<file path="config.mk">
export PLATFORM = sky130hd
export DESIGN_NAME = sram1rw_ctrl
export DESIGN_NICKNAME = d
export VERILOG_FILES = /design/src/rtl/sram1rw_ctrl.sv
export SDC_FILE = /design/constraint.sdc
export NUM_CORES = 1
export LEC_CHECK = 0
export ABC_AREA = 1
export CORE_ASPECT_RATIO = 1.1
export CORE_MARGIN = 2
export CORE_UTILIZATION = 49
export CTS_CLUSTER_SIZE = 28
export DETAILED_ROUTE_END_ITERATION = 10
export PLACE_DENSITY = 0.95
export SKIP_LAST_GASP = 1
export SLEW_MARGIN = 20
export SYNTH_ARGS = -nofsm -noshare
export SYNTH_HDL_FRONTEND = slang
export SYNTH_SLANG_ARGS = --single-unit
</file>
<file path="constraint.sdc">
create_clock -name clock -period 12.9 [get_ports clock]
set_clock_uncertainty 0.2 [all_clocks]
set_input_delay 3.87 -clock clock [delete_from_list [all_inputs] [get_ports clock]]
set_output_delay 3.87 -clock clock [all_outputs]
set_load 0.005 [all_outputs]
</file>
<file path="src/rtl/sram1rw_ctrl.sv">
`default_nettype none
// ============================================================================
//  Module      : sram1rw_ctrl
//  Description : Request-side controller for the single-port SRAM1RW1024x64
//                macro. Turns a valid/ready request stream into the macro's
//                active-low CSB/WEB/OEB pins, absorbs the one-cycle registered
//                read latency and returns read data through a credit-guarded
//                response FIFO. Optionally zero-fills the array after reset.
//  Option      : SRAM1RW_CTRL_WRITE_ACK_EN - adds rsp_is_wr and makes every
//                accepted write return an in-order zero-data acknowledgement.
//  Revision    : 1.0 - initial release
// ============================================================================
module sram1rw_ctrl #(
    parameter int ADDR_W         = 10,
    parameter int DATA_W         = 64,
    parameter int RSP_DEPTH      = 2,
    parameter int CLEAR_ON_RESET = 1
) (
    input  logic              clock,
    input  logic              reset_n,
    input  logic              req_valid,
    output logic              req_ready,
    input  logic              req_we,
    input  logic [ADDR_W-1:0] req_addr,
    input  logic [DATA_W-1:0] req_wdata,
    output logic              rsp_valid,
    input  logic              rsp_ready,
    output logic [DATA_W-1:0] rsp_data,
`ifdef SRAM1RW_CTRL_WRITE_ACK_EN
    output logic              rsp_is_wr,
`endif
    output logic              init_done,
    output logic              sram_csb,
    output logic              sram_web,
    output logic              sram_oeb,
    output logic [ADDR_W-1:0] sram_a,
    output logic [DATA_W-1:0] sram_i,
    input  logic [DATA_W-1:0] sram_o
);

    localparam int PTR_W = (RSP_DEPTH > 1) ? $clog2(RSP_DEPTH) : 1;
    localparam int CNT_W = $clog2(RSP_DEPTH + 1);
    localparam logic [PTR_W-1:0] PTR_LAST   = PTR_W'(RSP_DEPTH - 1);
    localparam logic [CNT_W:0]   CREDIT_MAX = (CNT_W + 1)'(RSP_DEPTH);

    typedef enum logic {
        ST_INIT = 1'b0,
        ST_RUN  = 1'b1
    } state_t;

    localparam state_t ST_RESET = (CLEAR_ON_RESET != 0) ? ST_INIT : ST_RUN;

    state_t             state;
    state_t             state_nxt;
    logic [ADDR_W-1:0]  init_cnt;
    logic               inflight;
    logic [ADDR_W-1:0]  a_hold;
    logic [DATA_W-1:0]  i_hold;
    logic               fire;
    logic               pop;
    logic               push;
    logic [DATA_W-1:0]  push_data;
    logic [CNT_W-1:0]   count;
    logic [CNT_W:0]     occ;
    logic [PTR_W-1:0]   wr_ptr;
    logic [PTR_W-1:0]   rd_ptr;
    logic [DATA_W-1:0]  fifo_data [RSP_DEPTH];
`ifdef SRAM1RW_CTRL_WRITE_ACK_EN
    logic               inflight_wr;
    logic               fifo_wr [RSP_DEPTH];
`endif

    assign rsp_valid = (count != '0);
    assign pop       = rsp_valid & rsp_ready;
    assign push      = inflight;
    assign rsp_data  = fifo_data[rd_ptr];
    // init_done is forced low while reset is held, even when reset lands in RUN
    assign init_done = reset_n & (state == ST_RUN);
    // Occupancy including the read whose data lands at the end of this cycle
    assign occ = {1'b0, count} + {{CNT_W{1'b0}}, inflight} - {{CNT_W{1'b0}}, pop};

`ifdef SRAM1RW_CTRL_WRITE_ACK_EN
    assign push_data = inflight_wr ? '0 : sram_o;
    assign rsp_is_wr = fifo_wr[rd_ptr];
`else
    assign push_data = sram_o;
`endif

    // FSM state register
    always_ff @(posedge clock or negedge reset_n) begin
        if (!reset_n) begin
            state <= ST_RESET;
        end else begin
            state <= state_nxt;
        end
    end

    // Next state, credit check and combinational macro pin drive; reset_n gates
    // the strobes so the pins fall back to idle the instant reset asserts
    always_comb begin
        state_nxt = state;
        req_ready = 1'b0;
        fire      = 1'b0;
        sram_csb  = 1'b1;
        sram_web  = 1'b1;
        sram_oeb  = 1'b1;
        sram_a    = a_hold;
        sram_i    = i_hold;
        if (reset_n) begin
            case (state)
                ST_INIT: begin
                    sram_csb = 1'b0;
                    sram_web = 1'b0;
                    sram_a   = init_cnt;
                    sram_i   = '0;
                    if (init_cnt == '1) begin
                        state_nxt = ST_RUN;
                    end
                end
                ST_RUN: begin
                    req_ready = (occ < CREDIT_MAX);
                    fire      = req_valid & req_ready;
                    sram_csb  = ~fire;
                    sram_web  = ~(fire & req_we);
                    sram_oeb  = ~(fire & ~req_we);
                    if (fire) begin
                        sram_a = req_addr;
                        sram_i = req_wdata;
                    end
                end
                default: state_nxt = ST_RESET;
            endcase
        end
    end

    // Init address counter, in-flight tracking and address/data hold registers
    always_ff @(posedge clock or negedge reset_n) begin
        if (!reset_n) begin
            init_cnt <= '0;
            inflight <= 1'b0;
            a_hold   <= '0;
            i_hold   <= '0;
`ifdef SRAM1RW_CTRL_WRITE_ACK_EN
            inflight_wr <= 1'b0;
`endif
        end else begin
            if (state == ST_INIT) begin
                init_cnt <= init_cnt + ADDR_W'(1);
            end
`ifdef SRAM1RW_CTRL_WRITE_ACK_EN
            inflight    <= fire;
            inflight_wr <= fire & req_we;
`else
            inflight    <= fire & ~req_we;
`endif
            a_hold <= sram_a;
            i_hold <= sram_i;
        end
    end

    // Response FIFO pointers and occupancy
    always_ff @(posedge clock or negedge reset_n) begin
        if (!reset_n) begin
            wr_ptr <= '0;
            rd_ptr <= '0;
            count  <= '0;
        end else begin
            if (push) begin
                wr_ptr <= (wr_ptr == PTR_LAST) ? '0 : wr_ptr + PTR_W'(1);
            end
            if (pop) begin
                rd_ptr <= (rd_ptr == PTR_LAST) ? '0 : rd_ptr + PTR_W'(1);
            end
            case ({push, pop})
                2'b10:   count <= count + CNT_W'(1);
                2'b01:   count <= count - CNT_W'(1);
                default: count <= count;
            endcase
        end
    end

    // Response FIFO storage; contents need no reset because count gates them
    always_ff @(posedge clock) begin
        if (push) begin
            fifo_data[wr_ptr] <= push_data;
`ifdef SRAM1RW_CTRL_WRITE_ACK_EN
            fifo_wr[wr_ptr]   <= inflight_wr;
`endif
        end
    end

endmodule
`default_nettype wire

</file>
Word level (Yosys, flattened, before mapping) --
Memories as Yosys holds them, arrays and structs flattened. Cells that the tools add are included.
Word-level totals: register bits 90, bits in writable memories 128, output and inout port bits 144, logic and storage cells 56, memories kept 1
Memory list:
- fifo_data | depth 2, bits a word 64, rd ports 1, clocked after Yosys merged registers in 0, wr ports 1, RTL line 67 | logic [DATA_W-1:0] fifo_data [RSP_DEPTH];
Operators by class: add/sub/neg operators 7, $lt $le $gt $ge 1, eq/ne operators 3, multiplexer cells 23, bitwise operators 11, reductions and logical operators 2
Operators by type and width (count):
- 2-to-1 mux 64 bit | 2
- one-hot mux 64 bit (2 select lines) | 1
- 2-to-1 mux 10 bit | 2
- one-hot mux 10 bit (2 select lines) | 1
- 2-to-1 mux 1 bit | 14
- adder 10 x 1 -> 10 bit (second input constant) | 1
- == test 10 bit (second input constant) | 1
- AND 1 bit | 6
- inverter 1 bit | 5
- one-hot mux 1 bit (2 select lines) | 2
- one-hot mux 2 bit (2 select lines) | 1
- nonzero test 2 bit | 2
- adder 2 x 1 -> 3 bit | 1
- < comparator 3 x 2 -> 1 bit (second input constant) | 1
- subtractor 3 x 1 -> 3 bit | 1
- adder 1 bit (second input constant) | 2
- adder 2 x 1 -> 2 bit (second input constant) | 1
- == test 2 x 1 -> 1 bit (second input constant) | 1
- == test 2 bit (second input constant) | 1
- subtractor 2 x 1 -> 2 bit (second input constant) | 1

Longest topological paths before layout --
Gate-level depths: netlist (run 1).
depth after elaboration 9, gate-level depth with buffers 15

Worst setup path before layout (run 1) --
No wires, ideal clock.
path type in2out, start point input rsp_ready, end point output sram_i[10], data arrival time 5.502 ns, data required time 8.830 ns, setup slack 3.328 ns, stages 13, cells stage by stage nand2_1 -> nor2_1 -> o21ai_0 -> fa_1 -> inv_1 -> nand2_1 -> nand3_2 -> nor2_4 -> o21ai_2 -> buf_6 -> buf_2 -> nand2_1 -> nand2_1
On the way: word-level cells in the longest chain between the ends 7
Ends and longest elaborated chain:
- start: declaration | RTL line 27 | input logic rsp_ready,
- AND 1 bit | RTL line 74 | assign pop = rsp_valid & rsp_ready;
- subtractor 3 x 1 -> 3 bit | RTL line 80 | assign occ = {1'b0, count} + {{CNT_W{1'b0}}, inflight} - {{CNT_W{1'b0}}, pop};
- < comparator 3 x 2 -> 1 bit | RTL line 121 | req_ready = (occ < CREDIT_MAX);
- AND 1 bit | RTL line 122 | fire = req_valid & req_ready;
- 2-to-1 mux 64 bit | RTL line 126 | if (fire) begin
- one-hot mux 64 bit (2 select lines) | RTL line 110 | case (state)
- 2-to-1 mux 64 bit | RTL line 109 | if (reset_n) begin
- end: declaration | RTL line 37 | output logic [DATA_W-1:0] sram_i,
No other way between the ends.

Final worst setup path (run 1) --
start point input rsp_ready, end point output sram_i[53]
Same word-level chain as after synthesis.

==> results of run 1 <==
==> metrics by stage <==
step           instances  setup WS [ps]  power, mW  area [µm²]
2_1_floorplan        776           3330       1.31        8420
3_3_place_gp        1269           1530       1.86       11400
3_5_place_dp        1269           1530       1.90       11400
4_1_cts             1308           1510       2.57       12200
5_1_grt             1308           1230       2.68       12200
6_report            1308           1500       2.55       12200
==> layout make-up <==
cell class                 count  share of cell area, %
multi-input combinational    502                   16.8
timing repair buffer         292                   23.9
clock inverter                 9                   1.18
clock buffer                  30                   5.02
tap                          234                   2.40
sequential                   218                   50.0
inverter                      23                  0.719
==> tightest hold or removal path, delay by kind of cell, from the launching register on <==
family / cells / cell delay (ps)
flops: 1 / 320
simple gates: 2 / 110
==> state kept, by name (all words and copies together), names as in the netlist <==
name       flops
state          1
count          2
init_cnt      10
i_hold        64
a_hold        10
fifo_data    128
inflight       1
rd_ptr         1
wr_ptr         1
==> layer usage <==
metal / up-vias / track usage [%]
met5: - / 0
met4: 4 / 7.61
met3: 50 / 8.90
met2: 319 / 42.4
met1: 3028 / 28.3
li1: 3039 / -
==> how the worst max path moves through the flow <==
| stage | startpoint | end |
|---|---|---|
| 6_report | rsp_ready | sram_i[53] |
| 5_1_grt | rsp_ready | sram_i[32] |
| 4_1_cts | rsp_ready | sram_i[29] |
| 3_5_place_dp | rsp_ready | sram_i[53] |
| 3_3_place_gp | rsp_ready | sram_i[63] |
| 2_1_floorplan | rsp_ready | sram_i[10] |
==> placed cells by master, fill, tap and decap left out <==
cell	netlist	layout
buf_4	0	6
clkdlybuf4s50_1	0	285
clkbuf_8	0	1
nor2_4	1	2
nand3_1	8	8
xnor2_1	3	3
nor3_1	1	1
inv_1	22	20
xor2_1	8	8
clkbuf_1	12	6
nor2_1	11	10
nand4_1	9	9
nand2_1	451	451
clkinv_2	1	5
nor3_2	1	1
dfrtp_2	0	1
o21ai_0	3	3
clkinv_1	0	1
nand3_2	1	1
o21ai_4	0	1
inv_2	0	2
fa_1	1	1
bufinv_16	0	4
buf_6	10	1
nor2b_1	1	1
ha_1	1	1
edfxtp_1	128	128
nor2_2	1	1
clkbuf_16	0	23
dfrtp_1	90	89
==> power breakdown <==
part	leakage (nW)	internal (mW)	switching (mW)	total (mW)
combinational	2.67	0.491	0.462	0.953
sequential	2.29	0.890	0.0442	0.934
clock	0.371	0.411	0.257	0.668
==> logic make-up after synthesis <==
logic type,after synthesis,synth area share [%]
AOI/OAI and AO/OA,4,0.282
and+or+nand+nor,485,22.3
adders and majority gates,2,0.386
buffers and inverters,56,3.49
xor gates and xnor gates,11,1.14
DFF,218,72.4
==> impl_metrics.ini, run 1 <==
[pwr]
power_density_mw_per_mm2 = 210
p_leak_nw = 5.33
ir_drop_mv = 0.170

[final_layout]
final_nets = 1204
utilization_pct = 71.9
multiInputGateArea_mm2 = 0.00205
seqCellArea_mm2 = 0.00610
fillers = 1067
antennaDiodeCount = 0
drive_gt1_share_pct = 4.56
syn2layout_area_growth_pct = 44.7

[clocking]
clk_pin_slew_worst_paths_ps = 60
cts_resized = 0
cts_buffers = 22
cts_tree = done
clock_latency_ps = 500
cts_setup_buffers = 0
cts_max_path_buffers = 3
cts_root_buf = clkbuf_16
hold_buffers = 0
h-tree-depth = 1
clock_sinks = 218

[timing]
setup_viol = 0
finalHoldViolations = 0
final.setup.tns_ps = 0
worst_pin_slew_ps = 920
relSlewSlack_pct = 38.7
fin_hold_ws_ps = 268
maxSlewViolCount = 0
max_clock_freq_mhz = 87.7
rsz0062_at_grt = false
period_needed_ps = 11400
period_share_pct = 88.4

[die]
core_area_mm2 = 0.0170
die_y_um = 142
die_area_mm2 = 0.0183
die_w_um = 129
ioPinCount = 287
core.rowCount = 50
start_util_pct = 49.7

[global_route]
overflow = 0
track_usage_pct = 24.5
grt_max_degree = 87
antenna_found_initial = 3
grt_pass1_wl_mm = 34.6
grt_pass1_vias = 6667

[placed_design]
hpwl_mm = 15.8
place_congestion = 0.853
portBuffers = 286

[critical_path]
worst-path-buf-inv = 4
r2r_slack_ps = 9530
worstPathMaxFanout = 63
r2r-end = i_hold[61]
cpMostUsedCell = nand2_1
cp.arrival_ps = 7330
critPathSlowestCell = buf_4
cp.required_ps = 8830
path_cells = clkdlybuf4s50_1, nand2_1, nor2_1, o21ai_0, fa_1, inv_1, nand2_1, nand3_2, nor2_4, o21ai_4, buf_4, nand2_1, nand2_1, clkdlybuf4s50_1
cpPeakStageDelay_ps = 610
worstSetupPathType = input port to output port
r2r_start = count[1]
cp_top_family = buffers and inverters
critPathLaunchType = input port
worstSetupEndpointType = output port
r2r_cells = 14
crit_cells = 14

[yosys]
yosysSeqAreaShare_pct = 72.4
ys_ff_latch = 218
yosys.area.top_type_share_pct = 45.6
synth.most_common_cell = nand2_1
synth_warnings = 0
synthFlopType = edfxtp_1
synth_nets = 921
post_synth_instance_area_mm2 = 0.00842
async_flop_share_pct = 41.3
synth.avg_cell_area_um2 = 10.9
synthTopCellsByCount = nand2_1 (451), edfxtp_1 (128), dfrtp_1 (90)
postSynthCellCount = 776
synth_cell_types = 24
synth_edf_count = 128
synth_area_leader_cell = edfxtp_1
synth_area_leaders = edfxtp_1 (46%), dfrtp_1 (27%), nand2_1 (20%), buf_6 (1.3%), inv_1 (0.98%)

[detailed_routing]
routed_wl_mm = 23.2
wl_met1_mm = 8.57
remaining_drc_errors = 0
top_layer = met5
ant_nets = 0
vias_per_cell = 4.92
num_vias = 6440
first_pass_iters = 5
dr_wl_met3_mm = 2.50
wire_per_inst_um = 17.7
drt_iter0_drc = 338
wl_met2_mm = 11.4

[run_status]
status = finished, final reports clean

[worst_hold_path]
hold_start = i_hold[61]
hp-class = register to register
worstHoldEndpoint = i_hold[61]
hold_path_depth = 2

[run]
max_cap_violations = 0
Note: power is estimated with default switching activity, not from simulation.
==> inputs of run 2 (changes only) <==
--- a/config.mk
+++ b/config.mk
@@ -8,10 +8,11 @@
 export ABC_AREA = 1
 export CORE_ASPECT_RATIO = 1.1
 export CORE_MARGIN = 2
-export CORE_UTILIZATION = 49
+export CORE_UTILIZATION = 64
 export CTS_CLUSTER_SIZE = 28
 export DETAILED_ROUTE_END_ITERATION = 10
-export PLACE_DENSITY = 0.95
+export DONT_BUFFER_PORTS = 1
+export PLACE_DENSITY = 0.9
 export SKIP_LAST_GASP = 1
 export SLEW_MARGIN = 20
 export SYNTH_ARGS = -nofsm -noshare
==> impl_metrics.ini, run 2 (same netlist as run 1, synthesis figures left out) <==
[run_status]
status = finished, final reports clean

[detailed_routing]
ant_nets = 0
remaining_drc_errors = 0
routed_wl_mm = 19.3
first_pass_iters = 5
num_vias = 5369
wire_per_inst_um = 20.5
vias_per_cell = 5.68
drt_iter0_drc = 542

[clocking]
cts_root_buf = clkbuf_16
hold_buffers = 0
cts_tree = done
cts_max_path_buffers = 3
cts_setup_buffers = 0
clock_latency_ps = 480
h-tree-depth = 1
clk_pin_slew_worst_paths_ps = 60
cts_buffers = 21
cts_resized = 0
clock_sinks = 218

[critical_path]
critPathSlowestCell = clkinv_2
worstSetupEndpointType = output port
cp.required_ps = 8830
worst-path-buf-inv = 2
worstSetupPathType = input port to output port
cpPeakStageDelay_ps = 650
cpMostUsedCell = nand2_1
path_cells = nand2_1, nor2_1, o21ai_0, fa_1, inv_1, nand2_1, nand3_2, nor2_4, nand2_1, clkinv_2, nand2_1, nand2_1
cp.arrival_ps = 6390
critPathLaunchType = input port
cp_top_family = simple AND/OR/NAND/NOR gates
worstPathMaxFanout = 64
r2r_start = count[1]
crit_path_start = rsp_ready

[die]
die_w_um = 113
ioPinCount = 287
die_area_mm2 = 0.0141
die_y_um = 124
core_area_mm2 = 0.0128
core.rowCount = 43
start_util_pct = 66.0

[global_route]
track_usage_pct = 26.7
antenna_found_initial = 4
grt_max_degree = 105
grt_pass1_wl_mm = 28.8
overflow = 0
grt_pass1_vias = 5469

[final_layout]
layout_commonest_cell = nand2_1
final_nets = 915
largest_register = fifo_data
largest_reg_flops = 128
drive_gt1_share_pct = 5.10
utilization_pct = 71.3
reg_top3 = fifo_data: 128 flops, i_hold: 64 flops
syn2layout_area_growth_pct = 7.93
final_cell_mix = nand2_1 (451), edfxtp_1 (128), dfrtp_1 (89)
fillers = 815
final_area_mm2 = 0.00909

[timing]
fin_hold_ws_ps = 295
period_share_pct = 81.1
maxSlewViolCount = 0
final.setup.tns_ps = 0
setup_viol = 0
worst_pin_slew_ps = 1060
relSlewSlack_pct = 29.2
finalHoldViolations = 0
period_needed_ps = 10460
rsz0062_at_grt = false
max_clock_freq_mhz = 95.6

[pwr]
power_density_mw_per_mm2 = 218
ir_drop_mv = 0.146
p_leak_nw = 4.15
total_power_mw = 1.98

[placed_design]
hpwl_mm = 13.4
place_congestion = 0.889
portBuffers = 0
place_area_mm2 = 0.00846

[run]
max_cap_violations = 0

[worst_hold_path]
hp-class = register to register
hold_start = i_hold[18]
## run 2: cell types whose count changed in the layout (fill, tap and decap cells not counted), moves of 3 or more
cell,previous run,this run
diode_2,0,3
clkbuf_1,6,9
clkdlybuf4s50_1,285,0
bufinv_16,4,1
## run 2: final cells by class
type	instances	area [µm²]	share of cell area, %
multi-input cells	502	2050	22.5
clock buffers	30	559	6.15
flip-flops and latches	218	6100	67.1
diodes	3	7.51	0.0826
well taps	157	196	2.16
clock inverters	8	65.1	0.716
repair buffers	4	30.0	0.330
inverters	23	87.6	0.964
## run 2: worst paths after layout
kind                       slack, ps          to  cells past startpoint
setup / recovery                2440  sram_i[25]                     12
hold / removal                   300  i_hold[18]                      2
setup reg to reg                9370  i_hold[25]                     14
hold reg to reg                  300  i_hold[18]                      2
max in group asynchronous       9500  i_hold[39]                      0
min in group asynchronous       2880      rd_ptr                      0
## run 2: power breakdown
group	internal, mW	switching [mW]
combinational	0.111	0.375
clock	0.322	0.239
sequential	0.890	0.0445
## run 2: per-layer routing
| layer | routed length (µm) | vias up | global-route usage, % |
|---|---|---|---|
| met5 | 10 | - | 0 |
| met4 | 1000 | 2 | 13.1 |
| met3 | 2540 | 64 | 12.6 |
| met2 | 9620 | 304 | 46.0 |
| met1 | 6170 | 2537 | 26.8 |
| li1 | - | 2462 | - |
## run 2: through the flow
stage	setup slack [ps]	instances
6_report	2440	945
5_1_grt	2180	942
4_1_cts	2460	942
3_5_place_dp	2460	904
3_3_place_gp	2750	904
2_1_floorplan	3330	776
## run 2: worst min-delay path: cells and delay by family, from the launching register on
family,cells,cell delay [ps]
flip-flops,1,320
AND/OR/NAND/NOR,2,130
==> inputs of run 3 (changes only) <==
--- a/config.mk
+++ b/config.mk
@@ -8,11 +8,11 @@
 export ABC_AREA = 1
 export CORE_ASPECT_RATIO = 1.1
 export CORE_MARGIN = 2
-export CORE_UTILIZATION = 64
+export CORE_UTILIZATION = 57
 export CTS_CLUSTER_SIZE = 28
 export DETAILED_ROUTE_END_ITERATION = 10
 export DONT_BUFFER_PORTS = 1
-export PLACE_DENSITY = 0.9
+export PLACE_DENSITY = 0.85
 export SKIP_LAST_GASP = 1
 export SLEW_MARGIN = 20
 export SYNTH_ARGS = -nofsm -noshare
==> constraint.sdc (replaced) <==
create_clock -name clock -period 8.92 [get_ports clock]
set_clock_uncertainty 0.2 [all_clocks]
set_input_delay 2.676 -clock clock [delete_from_list [all_inputs] [get_ports clock]]
set_output_delay 2.676 -clock clock [all_outputs]
set_load 0.005 [all_outputs]
==> impl_metrics.ini, run 3 (same netlist as run 1, synthesis figures left out) <==
[die]
core.rowCount = 46
die_y_um = 131
die_area_mm2 = 0.0158
die_w_um = 120
start_util_pct = 58.3
ioPinCount = 287
core_area_mm2 = 0.0144

[placed_design]
place_ws_ps = 759
place_congestion = 0.799
hpwl_mm = 12.8
portBuffers = 0

[clocking]
clk_pin_slew_worst_paths_ps = 60
clock_sinks = 218
cts_tree = done
cts_max_path_buffers = 3
cts_root_buf = clkbuf_16
cts_resized = 0
h-tree-depth = 1
hold_buffers = 0
clock_latency_ps = 490
cts_setup_buffers = 0
cts_buffers = 21

[final_layout]
largest_reg_flops = 128
drive_gt1_share_pct = 5.61
utilization_pct = 63.4
syn2layout_area_growth_pct = 8.81
layout_commonest_cell = nand2_1
largest_register = fifo_data
antennaDiodeCount = 0
reg_top3 = fifo_data: 128 flops, i_hold: 64 flops
final_cell_mix = nand2_1 (451), edfxtp_1 (128), dfrtp_1 (89)
final_nets = 915

[timing]
period_needed_ps = 8130
period_share_pct = 91.1
worst_slack_ps = 790
final.setup.tns_ps = 0
rsz0062_at_grt = false
fin_hold_ws_ps = 293
setup_viol = 0
worst_pin_slew_ps = 916
finalHoldViolations = 0
relSlewSlack_pct = 38.8
maxSlewViolCount = 0
max_clock_freq_mhz = 123

[global_route]
grt_max_degree = 105
grt_pass1_vias = 4963
antenna_found_initial = 2
track_usage_pct = 23.0
overflow = 0
grt_pass1_wl_mm = 27.8

[run_status]
status = finished, final reports clean

[critical_path]
cp.required_ps = 6040
critPathLaunchType = input port
worstPathMaxFanout = 64
worstSetupEndpointType = output port
worstSetupPathType = input port to output port
cp.arrival_ps = 5250

[detailed_routing]
remaining_drc_errors = 0
first_pass_iters = 6
vias_per_cell = 5.33
routed_wl_mm = 18.8
wire_per_inst_um = 19.3
ant_nets = 0
drt_iter0_drc = 454
num_vias = 5199

[run]
max_cap_violations = 0

[worst_hold_path]
hp-class = register to register

[pwr]
power_density_mw_per_mm2 = 314
ir_drop_mv = 0.236
p_leak_nw = 4.16
==> run 3: cell count changes in the layout (fill, tap and decap cells not counted), sizes merged <==
cell,change
clkinv,+1
clkbuf,-2
clkinvlp,+1
inv,-1
diode,-3
==> run 3: per-layer routing <==
metal	vias to the layer above	track usage [%]	part of all wire, %
met3	37	11.1	14
li1	2462	-	-
met1	2419	25.4	35
met5	-	0	0.13
met4	4	6.93	2.5
met2	277	39.3	49
==> run 3: where the power goes <==
| part | switching [mW] | leakage, nW | total, mW | internal (mW) |
|---|---|---|---|---|
| clock network | 0.354 | 0.313 | 0.835 | 0.481 |
| logic | 0.536 | 1.56 | 0.701 | 0.165 |
| registers | 0.0578 | 2.29 | 1.34 | 1.29 |
==> run 3: final cells by class <==
cell class	instances	area (µm²)
inverters	23	88.8
multi-input cells	502	2050
well taps	192	240
clock inverters	9	76.3
fillers	1084	5280
clock buffers	28	572
repair buffers	4	42.5
flip-flops and latches	218	6100
==> run 3: through the flow <==
stage	std cells	power [mW]	instance area (µm²)
2_1_floorplan	776	1.89	8420
3_3_place_gp	939	2.05	8510
3_5_place_dp	939	2.07	8510
4_1_cts	976	2.91	9160
5_1_grt	976	3.05	9160
6_report	976	2.88	9160
==> run 3: path summary, 6_finish.rpt <==
| path | startpoint | endpoint | slack (ps) | depth (start not counted) |
|---|---|---|---|---|
| min in group asynchronous | reset_n | init_cnt[4] | 1680 | 0 |
| max | rsp_ready | sram_i[58] | 790 | 12 |
| max reg2reg | count[1] | i_hold[58] | 5320 | 14 |
| min | i_hold[24] | i_hold[24] | 290 | 2 |
| min reg2reg | i_hold[24] | i_hold[24] | 290 | 2 |
| max in group asynchronous | reset_n | i_hold[5] | 6660 | 0 |
==> run 3: worst max-delay path, cell delays in order <==
cell      delay (ps)
nand2_1           60
nor2_1           210
o21ai_0          160
fa_1             410
inv_1             80
nand2_1           80
nand3_2          120
nor2_4            50
nand2_1           90
clkinv_2         630
nand2_1          490
nand2_1          170
